===== config.mk =====
export PLATFORM = sky130hd
export DESIGN_NAME = alu_issue_ctrl
export DESIGN_NICKNAME = d
export VERILOG_FILES = /design/src/rtl/alu_issue_ctrl.sv
export SDC_FILE = /design/constraint.sdc
export NUM_CORES = 1
export LEC_CHECK = 0
export ABC_AREA = 1
export BUFFER_PORTS_ARGS = -buffer_cell sky130_fd_sc_hd__buf_2
export CAP_MARGIN = 10
export CORE_ASPECT_RATIO = 0.8
export CORE_MARGIN = 4
export CORE_UTILIZATION = 50
export DETAILED_ROUTE_END_ITERATION = 10
export GPL_TIMING_DRIVEN = 0
export HOLD_SLACK_MARGIN = 0.03
export PLACE_DENSITY_LB_ADDON = 0.25
export SLEW_MARGIN = 40
export SYNTH_ARGS = -nofsm -noshare
export SYNTH_HDL_FRONTEND = slang
export SYNTH_SLANG_ARGS = --single-unit
export TNS_END_PERCENT = 5

===== constraint.sdc =====
create_clock -name clk_i -period 2.41 [get_ports clk_i]
set_input_delay 0.1205 -clock clk_i [delete_from_list [all_inputs] [get_ports clk_i]]
set_output_delay 0.1205 -clock clk_i [all_outputs]
set_load 0.02 [all_outputs]

===== src/rtl/alu_issue_ctrl.sv =====
// Issue/writeback controller for the combinational alu: registers one command,
// drives the alu for one cycle, accumulates the result, and returns it with a wrap flag.
module alu_issue_ctrl #(
  parameter int unsigned SIZE = 7
) (
  input  logic            clk_i,
  input  logic            rst_i,
  input  logic            cmd_valid_i,
  output logic            cmd_ready_o,
  input  logic [1:0]      cmd_op_i,
  input  logic            cmd_use_acc_i,
  input  logic [SIZE:0]   cmd_a_i,
  input  logic [SIZE:0]   cmd_b_i,
  output logic [1:0]      alu_operator_o,
  output logic [SIZE:0]   alu_operand_a_o,
  output logic [SIZE:0]   alu_operand_b_o,
  input  logic [SIZE:0]   alu_result_i,
  output logic            res_valid_o,
  input  logic            res_ready_i,
  output logic [SIZE:0]   res_data_o,
  output logic            res_wrap_o,
  output logic [SIZE:0]   acc_o
);

  localparam int unsigned W = SIZE + 1;

  localparam logic [1:0] OP_ADD  = 2'b00;
  localparam logic [1:0] OP_SUB  = 2'b01;
  localparam logic [1:0] OP_CLR  = 2'b10;
  localparam logic [1:0] OP_LOAD = 2'b11;

  typedef enum logic [1:0] {
    ST_IDLE = 2'b00,
    ST_EXEC = 2'b01,
    ST_RESP = 2'b10
  } state_e;

  state_e         state_q, state_d;
  logic [W-1:0]   acc_q, acc_d;
  logic [1:0]     op_q, op_d;
  logic [W-1:0]   a_q, a_d;
  logic [W-1:0]   b_q, b_d;
  logic [1:0]     alu_op_q, alu_op_d;
  logic [W-1:0]   res_data_q, res_data_d;
  logic           res_wrap_q, res_wrap_d;
  logic           res_valid_q, res_valid_d;
  logic           cmd_ready_q, cmd_ready_d;

  logic [W-1:0]   exec_result;
  logic           exec_wrap;

  // Result/wrap for the latched command; wrap never depends on the alu.
  always_comb begin
    exec_result = '0;
    exec_wrap   = 1'b0;
    unique case (op_q)
      OP_ADD: begin
        exec_result = alu_result_i;
        // Truncated sum smaller than an addend <=> carry out of the MSB.
        exec_wrap   = W'(a_q + b_q) < a_q;
      end
      OP_SUB: begin
        exec_result = alu_result_i;
        exec_wrap   = a_q < b_q;
      end
      OP_CLR: begin
        exec_result = '0;
        exec_wrap   = 1'b0;
      end
      OP_LOAD: begin
        exec_result = b_q;
        exec_wrap   = 1'b0;
      end
      default: begin
        exec_result = '0;
        exec_wrap   = 1'b0;
      end
    endcase
  end

  // Next-state and register updates for IDLE -> EXEC -> RESP.
  always_comb begin
    state_d     = state_q;
    acc_d       = acc_q;
    op_d        = op_q;
    a_d         = a_q;
    b_d         = b_q;
    alu_op_d    = alu_op_q;
    res_data_d  = res_data_q;
    res_wrap_d  = res_wrap_q;
    res_valid_d = res_valid_q;
    cmd_ready_d = cmd_ready_q;

    unique case (state_q)
      ST_IDLE: begin
        if (cmd_valid_i) begin
          op_d        = cmd_op_i;
          a_d         = cmd_use_acc_i ? acc_q : cmd_a_i;
          b_d         = cmd_b_i;
          alu_op_d    = cmd_op_i[1] ? OP_ADD : cmd_op_i;
          cmd_ready_d = 1'b0;
          state_d     = ST_EXEC;
        end
      end
      ST_EXEC: begin
        res_data_d  = exec_result;
        res_wrap_d  = exec_wrap;
        acc_d       = exec_result;
        res_valid_d = 1'b1;
        state_d     = ST_RESP;
      end
      ST_RESP: begin
        if (res_ready_i) begin
          res_valid_d = 1'b0;
          cmd_ready_d = 1'b1;
          state_d     = ST_IDLE;
        end
      end
      default: begin
        res_valid_d = 1'b0;
        cmd_ready_d = 1'b1;
        state_d     = ST_IDLE;
      end
    endcase
  end

  always_ff @(posedge clk_i) begin
    if (rst_i) begin
      state_q     <= ST_IDLE;
      acc_q       <= '0;
      op_q        <= '0;
      a_q         <= '0;
      b_q         <= '0;
      alu_op_q    <= OP_ADD;
      res_data_q  <= '0;
      res_wrap_q  <= 1'b0;
      res_valid_q <= 1'b0;
      cmd_ready_q <= 1'b1;
    end else begin
      state_q     <= state_d;
      acc_q       <= acc_d;
      op_q        <= op_d;
      a_q         <= a_d;
      b_q         <= b_d;
      alu_op_q    <= alu_op_d;
      res_data_q  <= res_data_d;
      res_wrap_q  <= res_wrap_d;
      res_valid_q <= res_valid_d;
      cmd_ready_q <= cmd_ready_d;
    end
  end

  assign cmd_ready_o     = cmd_ready_q;
  assign alu_operator_o  = alu_op_q;
  assign alu_operand_a_o = a_q;
  assign alu_operand_b_o = b_q;
  assign res_valid_o     = res_valid_q;
  assign res_data_o      = res_data_q;
  assign res_wrap_o      = res_wrap_q;
  assign acc_o           = acc_q;

endmodule


==> flow_summary.html <==
<table>
<tr><th>Metric</th><th>Value</th></tr>
<tr><th colspan="2">Global routing</th></tr>
<tr><td>Global router's overall resource usage</td><td>0.217</td></tr>
<tr><td>Largest net degree at the start of global routing</td><td>11</td></tr>
<tr><td>Met2 capacity usage during global routing</td><td>0.368</td></tr>
<tr><td>Met1 usage</td><td>0.286</td></tr>
<tr><td>Antenna violations before repair</td><td>0</td></tr>
<tr><td>Overflow left after global routing</td><td>0</td></tr>
<tr><td>Via count of the first global-routing pass</td><td>1824</td></tr>
<tr><td>Wire length of the first global-routing pass</td><td>8580 µm</td></tr>
<tr><td>Met3 track utilization from global routing</td><td>0.0549</td></tr>
<tr><td>Most utilized layer in the global route result</td><td>met2</td></tr>
<tr><th colspan="2">Power and ir drop</th></tr>
<tr><td>VDD IR-drop max</td><td>0.000358 V</td></tr>
<tr><td>Power, Total</td><td>1.67 mW</td></tr>
<tr><td>Ratio of total power to cell area</td><td>640 mW/mm²</td></tr>
<tr><td>Standby leakage power</td><td>1.37 nW</td></tr>
<tr><th colspan="2">Routing</th></tr>
<tr><td>Drt first-iter violations</td><td>197</td></tr>
<tr><td>Routed Antenna Nets</td><td>0</td></tr>
<tr><td>Final routed wire length divided by cell count</td><td>13.9 µm</td></tr>
<tr><td>Total number of vias</td><td>2110</td></tr>
<tr><td>DR vias/cell</td><td>5.15</td></tr>
<tr><td>Drt total wl</td><td>5680 µm</td></tr>
<tr><td>DRC violations left</td><td>0</td></tr>
<tr><td>Drt first pass iters</td><td>5</td></tr>
<tr><th colspan="2">STA</th></tr>
<tr><td>Clock skew after layout</td><td>3.60 ps</td></tr>
<tr><td>Min Tclk post-route</td><td>2230 ps</td></tr>
<tr><td>Max-slew violation count</td><td>0</td></tr>
<tr><td>Final count of negative-setup-slack endpoints</td><td>0</td></tr>
<tr><td>Count of endpoints failing hold in the final timing report</td><td>0</td></tr>
<tr><td>Fin crit share</td><td>0.925</td></tr>
<tr><td>Final-layout setup total negative slack</td><td>0 ps</td></tr>
<tr><td>Final worst hold slack</td><td>62.5 ps</td></tr>
<tr><td>Maximum clock frequency</td><td>449 MHz</td></tr>
<tr><th colspan="2">Layout</th></tr>
<tr><td>Area overhead of the layout relative to synthesis</td><td>32.9%</td></tr>
<tr><td>Post-route design area</td><td>0.00261 mm²</td></tr>
<tr><td>Area taken by multi-input logic gates</td><td>0.00115 mm²</td></tr>
<tr><td>FF+latch area</td><td>653 µm²</td></tr>
<tr><td>Ratio of cells with drive above 1 in the final layout</td><td>0.332</td></tr>
<tr><td>Fill cells</td><td>320</td></tr>
<tr><td>Nets</td><td>405</td></tr>
<tr><td>N_diodes</td><td>0</td></tr>
<tr><th colspan="2">Setup path</th></tr>
<tr><td>Required @ worst endpoint</td><td>2630 ps</td></tr>
<tr><td>CP Max Fanout</td><td>4</td></tr>
<tr><td>Element type at the critical path end</td><td>flop</td></tr>
<tr><td>Most used cell along the critical path</td><td>sky130_fd_sc_hd__nor2_1</td></tr>
<tr><td>Nature of the critical path startpoint</td><td>flop</td></tr>
<tr><td>Data arrival, critical path</td><td>2450 ps</td></tr>
<tr><td>Cell with the biggest individual delay on the critical path</td><td>sky130_fd_sc_hd__dfxtp_2</td></tr>
<tr><td>Cell breakdown of the critical path</td><td>inv_2 &gt; ha_4 &gt; inv_1 &gt; a21oi_2 &gt; nand2_2 &gt; xor2_1 &gt; ha_1 &gt; nand2_1 &gt; nand2_1 &gt; nor2_1 &gt; nor2_2 &gt; nor2_1 &gt; nor2_1 &gt; a21oi_1</td></tr>
<tr><td>Critical path class</td><td>reg2reg</td></tr>
<tr><td>Slowest stage delay, CP</td><td>370 ps</td></tr>
<tr><th colspan="2">Logic synthesis</th></tr>
<tr><td>Area of the mapped netlist</td><td>0.00196 mm²</td></tr>
<tr><td>Flop and latch count out of synthesis</td><td>32</td></tr>
<tr><td>Portion of the post-synthesis area used by sequential elements</td><td>0.327</td></tr>
<tr><td>Syn Nets</td><td>329</td></tr>
<tr><td>Yosys warns</td><td>0</td></tr>
<tr><td>Distinct cell type count after synthesis</td><td>31</td></tr>
<tr><td>Synthesized area per cell</td><td>7.05 µm²</td></tr>
<tr><td>Gate Count Post-Synth</td><td>278</td></tr>
<tr><th colspan="2">Clock network</th></tr>
<tr><td>Hold-fix buffers, CTS</td><td>0</td></tr>
<tr><td>Number of buffers created by CTS</td><td>5</td></tr>
<tr><td>H-tree levels</td><td>2</td></tr>
<tr><td>CTS tree</td><td>done</td></tr>
<tr><td>Root cell of the clock tree</td><td>sky130_fd_sc_hd__clkbuf_8</td></tr>
<tr><td>Clock-pin slew on the worst setup and hold paths</td><td>70 ps</td></tr>
<tr><td>Clock insertion delay at the later pin of the skew report</td><td>280 ps</td></tr>
<tr><td>Maximum clock path buffer count</td><td>2</td></tr>
<tr><td>Total number of clock tree sinks</td><td>32</td></tr>
<tr><th colspan="2">Floorplanning</th></tr>
<tr><td>Num rows</td><td>20</td></tr>
<tr><td>Die area</td><td>0.00499 mm²</td></tr>
<tr><td>Initial Utilization</td><td>0.519</td></tr>
<tr><td>Core region area</td><td>0.00378 mm²</td></tr>
<tr><td>Die Ht</td><td>64.0 µm</td></tr>
<tr><td>Horizontal extent of the die</td><td>78.0 µm</td></tr>
<tr><td>I/O pin total</td><td>68</td></tr>
<tr><th colspan="2">Run</th></tr>
<tr><td>Maximum capacitance violations</td><td>0</td></tr>
<tr><th colspan="2">Outcome</th></tr>
<tr><td>Run status</td><td>complete, no violations</td></tr>
<tr><th colspan="2">Min path</th></tr>
<tr><td>Path type of the worst min-delay path</td><td>in2reg</td></tr>
<tr><th colspan="2">Placement</th></tr>
<tr><td>Detailed placer's ending HPWL</td><td>4030 µm</td></tr>
<tr><td>Placement Cell Area</td><td>0.00235 mm²</td></tr>
<tr><td>Count of port buffers added during placement</td><td>65</td></tr>
<tr><td>Final weighted congestion of routability-driven global placement</td><td>0.840</td></tr>
</table>
==> worst max-delay path, delay by kind of cell, from the launching register on <==
family | cells | cell delay [ps]
and+or+nand+nor | 7 | 640
adders and majority gates | 2 | 570
AOI/OAI and AO/OA | 2 | 280
xor gates and xnor gates | 1 | 150
DFF | 1 | 370
buffers and inverters | 2 | 140
==> per-stage QoR <==
| step | utilization | worst slack, ps | cells |
|---|---|---|---|
| after global placement | 0.623 | 78.0 | 398 |
| after global routing | 0.689 | -18.8 | 410 |
| final | 0.689 | 181 | 410 |
| after detailed placement | 0.623 | 19.3 | 398 |
| after floorplan | - | 163 | 278 |
| after CTS | 0.652 | 4.29 | 406 |
==> state kept, by name (all words and copies together), names as in the netlist <==
signal	cells
res_wrap_o	1
alu_operand_b_o	8
alu_operator_o	1
cmd_ready_o	1
res_data_o	8
alu_operand_a_o	8
op_q	2
state_q	2
res_valid_o	1
==> logic make-up (layout without fill, tap and decap cells) <==
logic type | after synthesis | in the layout | synth area share
buf+inv | 60 | 137 | 0.137
compound gates | 79 | 79 | 0.208
other cells | 1 | 1 | 0.00191
fa+ha+maj | 20 | 20 | 0.131
simple gates | 81 | 81 | 0.173
flops | 32 | 32 | 0.327
xor+xnor | 5 | 5 | 0.0223
==> repair_timing <==
| item | CTS | global route |
|---|---|---|
| endpoints found under the setup margin | 0 | 1 |
| gates resized for setup | 0 | 25 |
| buffers inserted | 0 | 4 |
==> synthesized netlist by cell type (all sizes together) <==
master | n | share of area
o22ai | 1 | 0.0032
o21ai | 26 | 0.066
conb | 1 | 0.0019
ha | 19 | 0.12
inv | 40 | 0.077
fa | 1 | 0.010
or2 | 1 | 0.0032
o21bai | 1 | 0.0038
dfxtp | 32 | 0.33
buf | 14 | 0.047
a31oi | 2 | 0.0064
xnor2 | 1 | 0.0045
nor2 | 25 | 0.049
a21o | 1 | 0.0038
nand3b | 2 | 0.0077
nor3 | 2 | 0.0051
nand3 | 5 | 0.013
nand4 | 3 | 0.0096
clkbuf | 3 | 0.0064
nand2 | 42 | 0.082
xor2 | 4 | 0.018
clkinv | 3 | 0.0064
a21oi | 48 | 0.12
nor3b | 1 | 0.0038
==> path summary, 6_finish.rpt <==
path,from,to,slack (ps),cells after the start
min reg2reg,cmd_ready_o,cmd_ready_o,470,2
max,alu_operand_b_o[2],res_wrap_o,180,14
min,rst_i,op_q[0],60,2
max reg2reg,alu_operand_b_o[2],res_wrap_o,180,14
==> layout make-up <==
class | instances | area share
Clock inverter | 2 | 0.0134
Tap cell | 55 | 0.0264
Inverter | 43 | 0.0624
Sequential cell | 32 | 0.251
Multi-Input combinational cell | 186 | 0.442
Timing Repair Buffer | 69 | 0.136
Buffer | 17 | 0.0403
Clock buffer | 6 | 0.0279
==> routing by layer <==
layer	routed length (µm)	vias to the layer above
li1	-	1043
met1	2450	953
met2	2670	102
met3	503	12
met4	57	0
met5	0	-
==> placed cells by master, fill, tap and decap left out, types with 6 or more instances in the layout <==
cell type / count
sky130_fd_sc_hd__a21oi_1: 46
sky130_fd_sc_hd__nand2_1: 39
sky130_fd_sc_hd__inv_1: 37
sky130_fd_sc_hd__buf_4: 13
sky130_fd_sc_hd__ha_1: 13
sky130_fd_sc_hd__dfxtp_1: 26
sky130_fd_sc_hd__buf_2: 70
sky130_fd_sc_hd__o21ai_0: 25
sky130_fd_sc_hd__ha_4: 6
sky130_fd_sc_hd__nor2_1: 22
==> power breakdown <==
part	switching [mW]	internal [mW]	total, mW	leakage, nW
Clock	0.199	0.307	0.505	0.0552
Sequential	0.0533	0.575	0.628	0.267
Combinational	0.320	0.215	0.535	1.05
Total	0.572	1.10	1.67	1.37
(Power assumes the default switching activity.)
